<file path="src/rtl/mprj_arb_pkg.sv">
// rtl/mprj_arb_pkg.sv - shared state encoding and default parameters for the output arbiter
package mprj_arb_pkg;

    typedef enum logic {
        ST_IDLE = 1'b0,
        ST_HOLD = 1'b1
    } arb_state_t;

    localparam int DEF_NREQ        = 4;
    localparam int DEF_WIDTH       = 8;
    localparam int DEF_HOLD_CYCLES = 16;

    // Hold counter must be at least one bit wide even when HOLD_CYCLES is 1.
    function automatic int cnt_width(input int hold_cycles);
        return (hold_cycles > 1) ? $clog2(hold_cycles) : 1;
    endfunction

endpackage

</file>
<file path="src/rtl/rr_picker.sv">
// rtl/rr_picker.sv - combinational rotate-priority encoder, search starts at ptr and wraps
module rr_picker
    import mprj_arb_pkg::*;
#(
    parameter int NREQ = DEF_NREQ
) (
    input  logic [NREQ-1:0]         req,
    input  logic [$clog2(NREQ)-1:0] ptr,
    output logic                    valid,
    output logic [$clog2(NREQ)-1:0] idx,
    output logic [NREQ-1:0]         onehot
);

    localparam int IW = $clog2(NREQ);

    int             c;
    logic [IW-1:0]  cand;

    // Walk from the farthest candidate back to ptr so the nearest request wins last.
    always_comb begin
        valid = |req;
        idx   = '0;
        c     = 0;
        cand  = '0;
        for (int i = NREQ - 1; i >= 0; i--) begin
            c = int'(ptr) + i;
            if (c >= NREQ) begin
                c = c - NREQ;
            end
            cand = IW'(c);
            if (req[cand]) begin
                idx = cand;
            end
        end
        onehot = valid ? (NREQ'(1) << idx) : '0;
    end

endmodule

</file>
<file path="src/rtl/mprj_out_arbiter.sv">
// rtl/mprj_out_arbiter.sv - round-robin arbiter sharing the mprj_io output bank with minimum hold time
module mprj_out_arbiter
    import mprj_arb_pkg::*;
#(
    parameter int NREQ        = DEF_NREQ,
    parameter int WIDTH       = DEF_WIDTH,
    parameter int HOLD_CYCLES = DEF_HOLD_CYCLES
) (
    input  logic                    wb_clk_i,
    input  logic                    wb_rst_i,
    input  logic [NREQ-1:0]         req_i,
    input  logic [NREQ*WIDTH-1:0]   data_i,
    output logic [NREQ-1:0]         gnt_o,
    output logic [WIDTH-1:0]        io_out_o,
    output logic [WIDTH-1:0]        io_oeb_o,
    output logic [$clog2(NREQ)-1:0] last_id_o,
    output logic                    busy_o
);

    localparam int IW = $clog2(NREQ);
    localparam int CW = cnt_width(HOLD_CYCLES);
    localparam logic [CW-1:0] HOLD_LOAD = CW'(HOLD_CYCLES - 1);

    arb_state_t     state;
    arb_state_t     state_next;
    logic [CW-1:0]  hold_cnt;
    logic [IW-1:0]  rr_ptr;
    logic [IW-1:0]  rr_ptr_next;

    logic           pick_valid;
    logic [IW-1:0]  pick_idx;
    logic [NREQ-1:0] pick_onehot;
    logic           grant_now;

    rr_picker #(
        .NREQ (NREQ)
    ) u_picker (
        .req    (req_i),
        .ptr    (rr_ptr),
        .valid  (pick_valid),
        .idx    (pick_idx),
        .onehot (pick_onehot)
    );

    // A grant happens from IDLE, or back-to-back once the hold window has expired.
    assign grant_now   = pick_valid && ((state == ST_IDLE) || (hold_cnt == '0));
    assign rr_ptr_next = (int'(pick_idx) == NREQ - 1) ? '0 : pick_idx + IW'(1);
    assign busy_o      = (state == ST_HOLD);

    always_comb begin
        state_next = state;
        case (state)
            ST_IDLE: if (pick_valid) state_next = ST_HOLD;
            ST_HOLD: if ((hold_cnt == '0) && !pick_valid) state_next = ST_IDLE;
            default: state_next = ST_IDLE;
        endcase
    end

    always_ff @(posedge wb_clk_i or posedge wb_rst_i) begin
        if (wb_rst_i) begin
            state <= ST_IDLE;
        end else begin
            state <= state_next;
        end
    end

    always_ff @(posedge wb_clk_i or posedge wb_rst_i) begin
        if (wb_rst_i) begin
            hold_cnt  <= '0;
            rr_ptr    <= '0;
            gnt_o     <= '0;
            io_out_o  <= '0;
            io_oeb_o  <= '1;
            last_id_o <= '0;
        end else begin
            gnt_o <= '0;
            if (grant_now) begin
                io_out_o  <= data_i[int'(pick_idx)*WIDTH +: WIDTH];
                gnt_o     <= pick_onehot;
                last_id_o <= pick_idx;
                rr_ptr    <= rr_ptr_next;
                hold_cnt  <= HOLD_LOAD;
                io_oeb_o  <= '0;
            end else if ((state == ST_HOLD) && (hold_cnt != '0)) begin
                hold_cnt <= hold_cnt - CW'(1);
            end
        end
    end

endmodule

</file>
<file path="config.mk">
export PLATFORM = sky130hd
export DESIGN_NAME = mprj_out_arbiter
export DESIGN_NICKNAME = d
export VERILOG_FILES = /design/src/rtl/mprj_arb_pkg.sv /design/src/rtl/rr_picker.sv /design/src/rtl/mprj_out_arbiter.sv
export SDC_FILE = /design/constraint.sdc
export NUM_CORES = 1
export LEC_CHECK = 0
export BUFFER_PORTS_ARGS = -buffer_cell sky130_fd_sc_hd__buf_2
export CAP_MARGIN = 20
export CORE_MARGIN = 2
export CORE_UTILIZATION = 40
export CTS_BUF_LIST = sky130_fd_sc_hd__clkbuf_4
export DETAILED_ROUTE_END_ITERATION = 10
export PLACE_DENSITY_LB_ADDON = 0.25
export SYNTH_ARGS = -nofsm -noshare
export SYNTH_HDL_FRONTEND = slang
export SYNTH_SLANG_ARGS = --single-unit
</file>
<file path="constraint.sdc">
create_clock -name wb_clk_i -period 5 [get_ports wb_clk_i]
set_input_delay 0.5 -clock wb_clk_i [delete_from_list [all_inputs] [get_ports wb_clk_i]]
set_output_delay 0.5 -clock wb_clk_i [all_outputs]
set_load 0.01 [all_outputs]
</file>
---- Word level (Yosys, flattened, before mapping) ----
Index checks and enable logic that the tools add are counted.
storage, ports and cells
  bits in registers ....................... 29
  input bits .............................. 38
  logic and storage cells ................. 61
cells by class
  add/subtract/negate cells ............... 9
  $lt $le $gt $ge ......................... 8
  eq/ne operators ......................... 1
  shift-type cells ........................ 2
  muxes and demuxes ....................... 24
  bitwise operators ....................... 1
  reduce and logical (&&, ||, !) cells .... 9
operators by type and width
  cell                                                        number
  variable part select 32 x 6 -> 8 bit                        1
  two-way mux 2 bit                                           9
  two-way mux 4 bit                                           4
  less-than comparator 2 x 3 -> 1 bit, second input constant  4
  >= comparator 3 bit, second input constant                  3
  binary-select mux 1 bit (select 2 bit)                      4
  subtractor 2 x 1 -> 2 bit, second input constant            4
  adder 2 x 2 -> 3 bit, second input constant                 2
  two-way mux 1 bit                                           6
  zero test 4 bit                                             1
  nonzero test 4 bit                                          1
  OR reduction 4 bit                                          1
  << shifter 1 x 2 -> 4 bit, first input constant             1
  subtractor 4 x 1 -> 4 bit, second input constant            1
  adder 2 x 1 -> 3 bit, second input constant                 1
  >= comparator 2 x 3 -> 1 bit, second input constant         1
  logical AND 1 bit                                           3
  adder 2 x 1 -> 2 bit, second input constant                 1
  equality test 2 x 1 -> 1 bit, second input constant         1
  case mux 1 bit (2 select lines)                             1
  nonzero test 2 bit                                          1
  zero test 1 bit                                             1
  logical OR 1 bit                                            1
  inverter 1 bit                                              1

---- Logic depth before layout (Yosys ltp) ----
Gate-level depths: netlist (run 1).
  depth after elaboration ................. 12
  depth in mapped cells ................... 8
  gate-level depth less buffers ........... 7

---- Modules after synthesis ----
From an unflattened synthesis (run 1), not the netlist that was laid out.
unflattened totals
  cell total of the unflattened synthesis .. 112
  area, all modules ....................... 1376.3 µm²
by module, submodules not included
  module            times used  cells each  area an instance (µm²)
  mprj_out_arbiter  1           83          1166.1
  rr_picker         1           29          210.2

---- Worst setup path before layout (run 1) ----
Ideal clock, no wire load.
  path kind ............................... reg2reg
  from .................................... register hold_cnt[0]
  to ...................................... register io_out_o[0]
  setup time .............................. 0.080 ns
  arrival time ............................ 1.605 ns
  path slack .............................. 3.315 ns
  stages on the path, launching flop included .. 8
  path buffers ............................ 1
  clock period less this slack ............ 1.685 ns
  path through ............................ dfrtp_1 inv_1 ha_1 or3b_4 a21oi_4 nand2b_1 buf_4 o211ai_2
on the way
  word-level cells in the longest chain between the ends .. 3
ends and longest elaborated chain
  element                 line                    source
  from (decl)             mprj_out_arbiter.sv:26  logic [CW-1:0] hold_cnt;
  from (signal assigned)  mprj_out_arbiter.sv:85  hold_cnt <= hold_cnt - CW'(1);
  zero test 4 bit         mprj_out_arbiter.sv:46  assign grant_now = pick_valid && ((state == ST_IDLE) || (hold_cnt == '0));
  logical OR 1 bit        mprj_out_arbiter.sv:46
  logical AND 1 bit       mprj_out_arbiter.sv:46
  to (signal assigned)    mprj_out_arbiter.sv:78  io_out_o <= data_i[int'(pick_idx)*WIDTH +: WIDTH];
  to (decl)               mprj_out_arbiter.sv:14  output logic [WIDTH-1:0] io_out_o,
No other way between the ends.
A chain may end at the register's enable or synchronous reset.

---- Final worst setup path (run 1) ----
  from .................................... register hold_cnt[0]
  to ...................................... register rr_ptr[0]
on the way
  word-level cells in the longest chain between the ends .. 3
ends and longest elaborated chain
  element               line                    source
  zero test 4 bit       mprj_out_arbiter.sv:46
  logical OR 1 bit      mprj_out_arbiter.sv:46
  logical AND 1 bit     mprj_out_arbiter.sv:46
  to (signal assigned)  mprj_out_arbiter.sv:81  rr_ptr <= rr_ptr_next;
  to (decl)             mprj_out_arbiter.sv:27  logic [IW-1:0] rr_ptr;
No other way between the ends.

==> results of run 1 <==
==> sequential cells by signal (all words and copies together) (netlist names) <==
register,count
io_oeb_o,1
rr_ptr,2
hold_cnt,4
last_id_o,2
io_out_o,8
busy_o,1
gnt_o,4
==> layout make-up <==
type	instances	area, µm²	share of cell area (%)
clock buffer	3	22.5	1.39
tap	44	55.1	3.40
multi-input combinational	94	668	41.2
timing repair buffer	60	300	18.5
clock inverter	1	3.75	0.232
sequential	22	552	34.1
inverter	5	18.8	1.16
==> synth_stat cells (2+ instances only) <==
library cell and number:
nor3_1 2, and2_1 3, o211ai_2 7, and3_1 7, buf_4 10, a21boi_0 7
mux2i_1 10, dfrtp_1 21, o21ai_1 8, a21oi_1 6, nand2_1 15, inv_1 4
xnor2_1 2, nor2_1 9, ha_1 2
==> per-layer routing <==
layer  track usage [%]  vias to the layer above
met5                 0                        -
met4              4.56                        0
met2              26.5                       44
met1              23.0                      504
met3              3.15                        2
li1                  -                      572
==> power by group through the flow <==
stage | logic (µW) | clock network [µW] | registers, µW
final | 357 | 80.3 | 290
after global routing | 397 | 94.5 | 299
after CTS | 360 | 86.2 | 290
after detailed placement | 361 | 0 | 292
after global placement | 345 | 0 | 291
after floorplan | 260 | 0 | 299
==> kinds of logic after synthesis <==
kind of cell    count (synthesis)  share of synthesized area [%]
mux                            10                           7.54
simple gates                   43                           16.9
flops                          22                           41.6
compound gates                 37                           22.7
fa+ha+maj                       2                           1.88
xor+xnor                        2                           1.32
buf+inv                        18                           8.10
==> stage by stage <==
step | hold WS [ps] | util (%) | instance area, µm²
3_5_place_dp | 477 | 51.4 | 1590
4_1_cts | 383 | 52.2 | 1620
6_report | 341 | 52.2 | 1620
3_3_place_gp | 477 | 51.4 | 1590
2_1_floorplan | 462 | - | 1330
5_1_grt | 410 | 52.2 | 1620
==> how the worst max path moves through the flow <==
| stage | endpoint |
|---|---|
| floorplan | io_out_o[0] |
| global placement | rr_ptr[0] |
| detailed placement | rr_ptr[0] |
| CTS | rr_ptr[0] |
| global route | rr_ptr[0] |
| finish | rr_ptr[0] |
==> reports/results.txt, run 1 <==
Yosys cell types: 36
CP startpoint: hold_cnt[0]
Top delay family on crit path: simple AND/OR/NAND/NOR gates
Max cap viols: 0
Crit path capture type: flop
Synth area leader: dfrtp_1
# Post-CTS Setup Buffers: 0
Crit path max-delay cell type: or3_1
WL/cell: 12.8 µm
Post-Layout Cell Count: 229
Layout cell share with drive strength beyond 1: 42.2%
Cells after synthesis: 134
CTS clk-pin slew, worst paths: 120 ps
Crit path buffers/inverters: 1
Via/cell ratio: 4.90
Power density cells: 449 nW/µm²
Cell depth of the worst flop-to-flop path: 7
CTS tree: done
Most common flop cell mapped by yosys: dfrtp_1
Area growth, synth to finish: 22.1%
DR WL met2: 1370 µm
Synth Register Bits: 22
Reg-to-reg startpoint: hold_cnt[0]
Vias: 1122
Final-report hold violation count: 0
HPWL Detailed: 2300 µm
Synth top area cells: dfrtp_1 (40%), mux2i_1 (7.5%), o211ai_2 (6.6%), buf_4 (5.7%), nand2_1 (4.2%)
WL final: 2930 µm
GRT Total Usage: 16.6%
Switching Share: 39.9%
Crit-path max cell delay: 440 ps
Clock sinks: 22
Yosys top cell area share: 39.6%
EDFF count, synth: 0
Sw Pwr: 290 µW
Worst-Skew Late Latency: 300 ps
Die height: 61.6 µm
TNS Setup: 0 ps
Fmax: 0.488 GHz
Seq pwr share: 39.8%
Crit path launch type: flop
Post-Place Cells: 225
Average cell area after synthesis: 9.91 µm²
Worst slew pin tran: 817 ps
ANT nets after route: 0
Hold crit path type: in -> async
Root buf cell: clkbuf_4
Most frequent cells in the layout: buf_2 (60), dfrtp_1 (21), nand2_1 (15), mux2i_1 (10), nor2_1 (9)
Status: finished, final reports clean
Mapped cell area: 1330 µm²
CP Cell Sequence: inv_1, ha_1, or3b_4, nand2_1, nand2_1, or3_1, o21ai_1
Hold-fix buffers, CTS: 0
Core area: 3100 µm²
Drt pass-1 iters: 4
Top Layer Used: met4
Slew Viols, Final: 0
Crit path top cell by count: nand2_1
R2r setup slk: 2950 ps
Mapped Nets: 174
Leakage Power: 0.000869 µW
Global-route wire length before repair: 4640 µm
H-tree depth: 1
Metal1 wirelength: 1320 µm
Final Power: 727 µW
Placement Setup Slack: 2860 ps
Critical path class: reg -> reg
Fin crit period: 2050 ps
Headroom to the max-slew limit: 45.5%
# nets final: 226
DRC viols: 0
Largest net degree at the start of global routing: 23
Int Pwr: 437 µW
Logic pwr share: 49.1%
Post-synthesis sequential area ratio: 41.6%
Post-CTS resize count: 0
Synth Warn #: 0
Width of the die: 61.6 µm
FFs w/ async S/R, synth: 100%
RSZ-0062 raised after global routing: false
Crit path max fanout: 12
Worst endpoint data arrival time: 2290 ps
PortBufs: 60
Final period util: 41.0%
RR Endpoint: rr_ptr[0]
Clock Tree Buf Depth: 2
Final worst slack: 2950 ps
Die Area: 3800 µm²
Routed wl met3: 216 µm
Initial core utilization: 42.8%
Final GP Congestion: 0.799
Total gr overflow: 0
Setup violators final: 0
Peak VDD IR: 0.196 mV
Number of global-route vias before repair: 1046
Clk pwr share: 11.0%
I/O pins: 61
Worst Path Required: 5230 ps
Most common cell after layout, fill and taps aside: buf_2
Antenna violations before repair: 0
Fillers: 314
Row cnt: 20
Crit path depth: 7
DR iter-0 viols: 13
Total CTS buffers: 3
Antenna diodes: 0
Worst Skew: 3.70 ps
Power figures use the tool's default switching activity.
==> run 2: changes to the inputs <==
Settings changed: ABC_AREA from default to 1.
Clock period 5 ns to 2 ns, I/O delays scaled along.
==> run 2 against run 1 <==
Against the previous run:
- utilization fell by 0.31 points
- hold slack got worse by 190 ps
- critical path depth grew 3
- power grew to 4.2 times the previous value
- final cell count grew 37%
- clock power grew to 2.7 times the previous value
- non-clock buffer count grew 6
- count of clock-buffer cells in the layout increased by 1
- sequential cell count unchanged
- critical endpoint is now rr_ptr[1]
- wire length grew 9.8%
==> reports/results.txt, run 2 <==
Status: finished, final reports clean (unchanged)
H-tree depth: 1 (unchanged)
I/O pins: 61 (unchanged)
Worst endpoint data arrival time: 1970 ps (was 2290 ps)
Leakage Power: 0.00115 µW (was 0.000869 µW)
Reg-to-reg startpoint: rr_ptr[0] (was hold_cnt[0])
GRT Total Usage: 16.7% (was 16.6%)
Worst Path Required: 2190 ps (was 5230 ps)
Initial core utilization: 42.4% (was 42.8%)
Fin crit period: 1780 ps (was 2050 ps)
Number of global-route vias before repair: 1390 (was 1046)
Post-Synth Simple-Gate Area: 35.6% (was 16.9%)
Yosys top cell area share: 33.1% (was 39.6%)
Setup violators final: 0 (unchanged)
Synth Warn #: 0 (unchanged)
Core area: 3740 µm² (was 3100 µm²)
Top cells by count, synth: nand2_1 (46), inv_1 (40), nand3_1 (25) (was dfrtp_1 (21), nand2_1 (15), buf_4 (10), mux2i_1 (10), nor2_1 (9))
Crit path top cell by count: nand2_1 (unchanged)
Yosys cell types: 29 (was 36)
Post-synthesis sequential area ratio: 34.8% (was 41.6%)
Final period util: 89.2% (was 41.0%)
WL/cell: 10.2 µm (was 12.8 µm)
CP Cell Sequence: o21ai_1, nand2_2, nand2_1, inv_2, nand2_1, nand2_2, inv_2, ha_1, nand2_1, o21ai_0 (was inv_1, ha_1, or3b_4, nand2_1, nand2_1, or3_1, o21ai_1)
Die Area: 4490 µm² (was 3800 µm²)
ANT nets after route: 0 (unchanged)
Drt pass-1 iters: 4 (unchanged)
Fmax: 0.560 GHz (was 0.488 GHz)
Synth area leader: dfrtp_1 (unchanged)
Antenna violations before repair: 0 (unchanged)
Most common flop cell mapped by yosys: dfrtp_1 (unchanged)
Synth Area in Adders: 1.58% (was 1.89%)
Hold_sp: data_i[29]
Via/cell ratio: 4.52 (was 4.90)
Width of the die: 67.0 µm (was 61.6 µm)
Row cnt: 22 (was 20)
Total gr overflow: 0 (unchanged)
DR iter-0 viols: 41 (was 13)
TNS Setup: 0 ps (unchanged)
Synth top area cells: dfrtp_1 (33%), nand2_1 (11%), inv_1 (9.5%), nand3_1 (7.9%), nand2_2 (5.5%) (was dfrtp_1 (40%), mux2i_1 (7.5%), o211ai_2 (6.6%), buf_4 (5.7%), nand2_1 (4.2%))
Average cell area after synthesis: 7.67 µm² (was 9.91 µm²)
Max cap viols: 0 (unchanged)
Largest family of logic cells by synthesized area: simple AND/OR/NAND/NOR gates (was compound AO/OA/AOI/OAI gates)
RSZ-0062 raised after global routing: false (unchanged)
Most frequent cells in the layout: buf_2 (60), nand2_1 (45), inv_1 (40), nand3_1 (25), dfrtp_1 (20) (was buf_2 (60), dfrtp_1 (21), nand2_1 (15), mux2i_1 (10), nor2_1 (9))
Clock Tree Buf Depth: 2 (unchanged)
Area growth, synth to finish: 22.4% (was 22.1%)
Die height: 67.0 µm (was 61.6 µm)
Hold crit path type: in -> reg (was in -> async)
Fin area: 1940 µm² (was 1620 µm²)
Post-Place Cells: 309 (was 225)
Mapped cell area: 1590 µm² (was 1330 µm²)
Vias: 1418 (was 1122)
Synth Area in Compound Gates: 9.77% (was 22.7%)
Most frequent cell after synthesis: nand2_1 (was dfrtp_1)
PortBufs: 60 (unchanged)
Fillers: 384 (was 314)
Worst-Skew Late Latency: 300 ps (about the same)
Antenna diodes: 0 (unchanged)
Crit path launch type: flop (unchanged)
Post-Layout Cell Count: 314 (was 229)
Layout cell share with drive strength beyond 1: 42.5% (was 42.2%)
Worst slew pin tran: 332 ps (was 817 ps)
Slew Viols, Final: 0 (unchanged)
Worst Skew: 3.73 ps (was 3.70 ps)
Fin util: 51.9% (was 52.2%)
Largest register FFs: 8 (unchanged)
HPWL Detailed: 2580 µm (was 2300 µm)
Most common cell after layout, fill and taps aside: buf_2 (unchanged)
Power density cells: 1570 nW/µm² (was 449 nW/µm²)
Global-route wire length before repair: 5750 µm (was 4640 µm)
Final GP Congestion: 0.765 (was 0.799)
FFs w/ async S/R, synth: 100% (unchanged)
Critical path class: reg -> reg (unchanged)
Cells after synthesis: 207 (was 134)
Post-Synth XOR/XNOR Area: 0% (was 1.32%)
Crit path max fanout: 9 (was 12)
Headroom to the max-slew limit: 77.7% (was 45.5%)
Crit path capture type: flop (unchanged)
Synth Register Bits: 22 (unchanged)
Root buf cell: clkbuf_4 (unchanged)
WL final: 3210 µm (was 2930 µm)
CP startpoint: rr_ptr[0] (was hold_cnt[0])
Total CTS buffers: 3 (unchanged)
Peak VDD IR: 0.906 mV (was 0.196 mV)
Largest regs: io_out_o (8), gnt_o (4), hold_cnt (4) (unchanged)
Largest net degree at the start of global routing: 26 (was 23)
DRC viols: 0 (unchanged)
CTS tree: done (unchanged)
Final-report hold violation count: 0 (unchanged)
Mapped Nets: 247 (was 174)
Most flop-heavy register: io_out_o (unchanged)
CTS clk-pin slew, worst paths: 110 ps (was 120 ps)
Crit-path max cell delay: 510 ps (was 440 ps)
Multiplexer area fraction after synthesis: 0% (was 7.54%)
# nets final: 307 (was 226)
Final Power: 3060 µW (was 727 µW)
Crit path max-delay cell type: dfrtp_2 (was or3_1)
EDFF count, synth: 0 (unchanged)
Area post-placement: 1900 µm² (was 1590 µm²)
Clock sinks: 22 (unchanged)
-- run 2: changes by cell type in the layout (fill, tap and decap cells not counted), sizes merged, moves of 6 or more --
cell / before / now
a21boi: 8 / 0
a21oi: 7 / 1
and3: 7 / 0
inv: 5 / 49
mux2i: 10 / 0
nand2: 16 / 64
nand3: 0 / 28
-- run 2: layout make-up --
| cell class | instances | area, µm² | share of cell area [%] |
|---|---|---|---|
| inverters | 49 | 191 | 9.85 |
| multi-input cells | 125 | 748 | 38.5 |
| well taps | 48 | 60.1 | 3.09 |
| repair buffers | 66 | 360 | 18.5 |
| clock buffers | 4 | 30.0 | 1.55 |
| flip-flops and latches | 22 | 553 | 28.5 |
-- run 2: path summary, 6_finish.rpt --
| path | end | slack (ps) | cells after the start |
|---|---|---|---|
| max | rr_ptr[1] | 220 | 10 |
| min reg2reg | io_oeb_o[6] | 490 | 2 |
| min | io_out_o[5] | 150 | 3 |
| max in group asynchronous | io_oeb_o[6] | 1250 | 4 |
| max reg2reg | rr_ptr[1] | 220 | 10 |
| min in group asynchronous | io_out_o[4] | 480 | 4 |
-- run 2: stage by stage --
stage               hold WS, ps  setup slack (ps)
global route                122              78.0
floorplan                   188               339
detailed placement          249               116
finish                      150               215
global placement            247               139
CTS                         141               101
-- run 2: cells by family after synthesis --
logic type / after synthesis
AND/OR/NAND/NOR: 106
buffers and inverters: 60
AO/OA/AOI/OAI: 17
flip-flops: 22
adder cells (fa/ha/maj): 2
-- run 2: routing by layer --
metal | global-route usage, % | vias up | routed length, µm
li1 | - | 748 | -
met1 | 20.5 | 619 | 1480
met2 | 29.1 | 47 | 1500
met3 | 3.72 | 4 | 210
met4 | 4.34 | 0 | 25
met5 | 0 | - | 0
-- run 2: power breakdown --
part / switching [µW] / leakage, µW / internal, µW
registers: 146 / 0.000268 / 630
logic: 1290 / 0.000862 / 778
clock network: 122 / 0.0000184 / 91.1
total: 1560 / 0.00115 / 1500
-- run 2: worst max-delay path: cells and delay by family, from the launching register on --
family,cells,cell delay (ps)
AND/OR/NAND/NOR,5,430
buffers and inverters,2,180
AO/OA/AOI/OAI,2,310
flip-flops,1,510
adder cells (fa/ha/maj),1,250
-- run 2: repair_timing --
item | CTS | global route
setup endpoints to repair | 0 | 11
buffers inserted | 0 | 0
gates resized for setup | 0 | 2
hold buffers | 1 | 0
endpoints found under the hold margin | 21 | 0
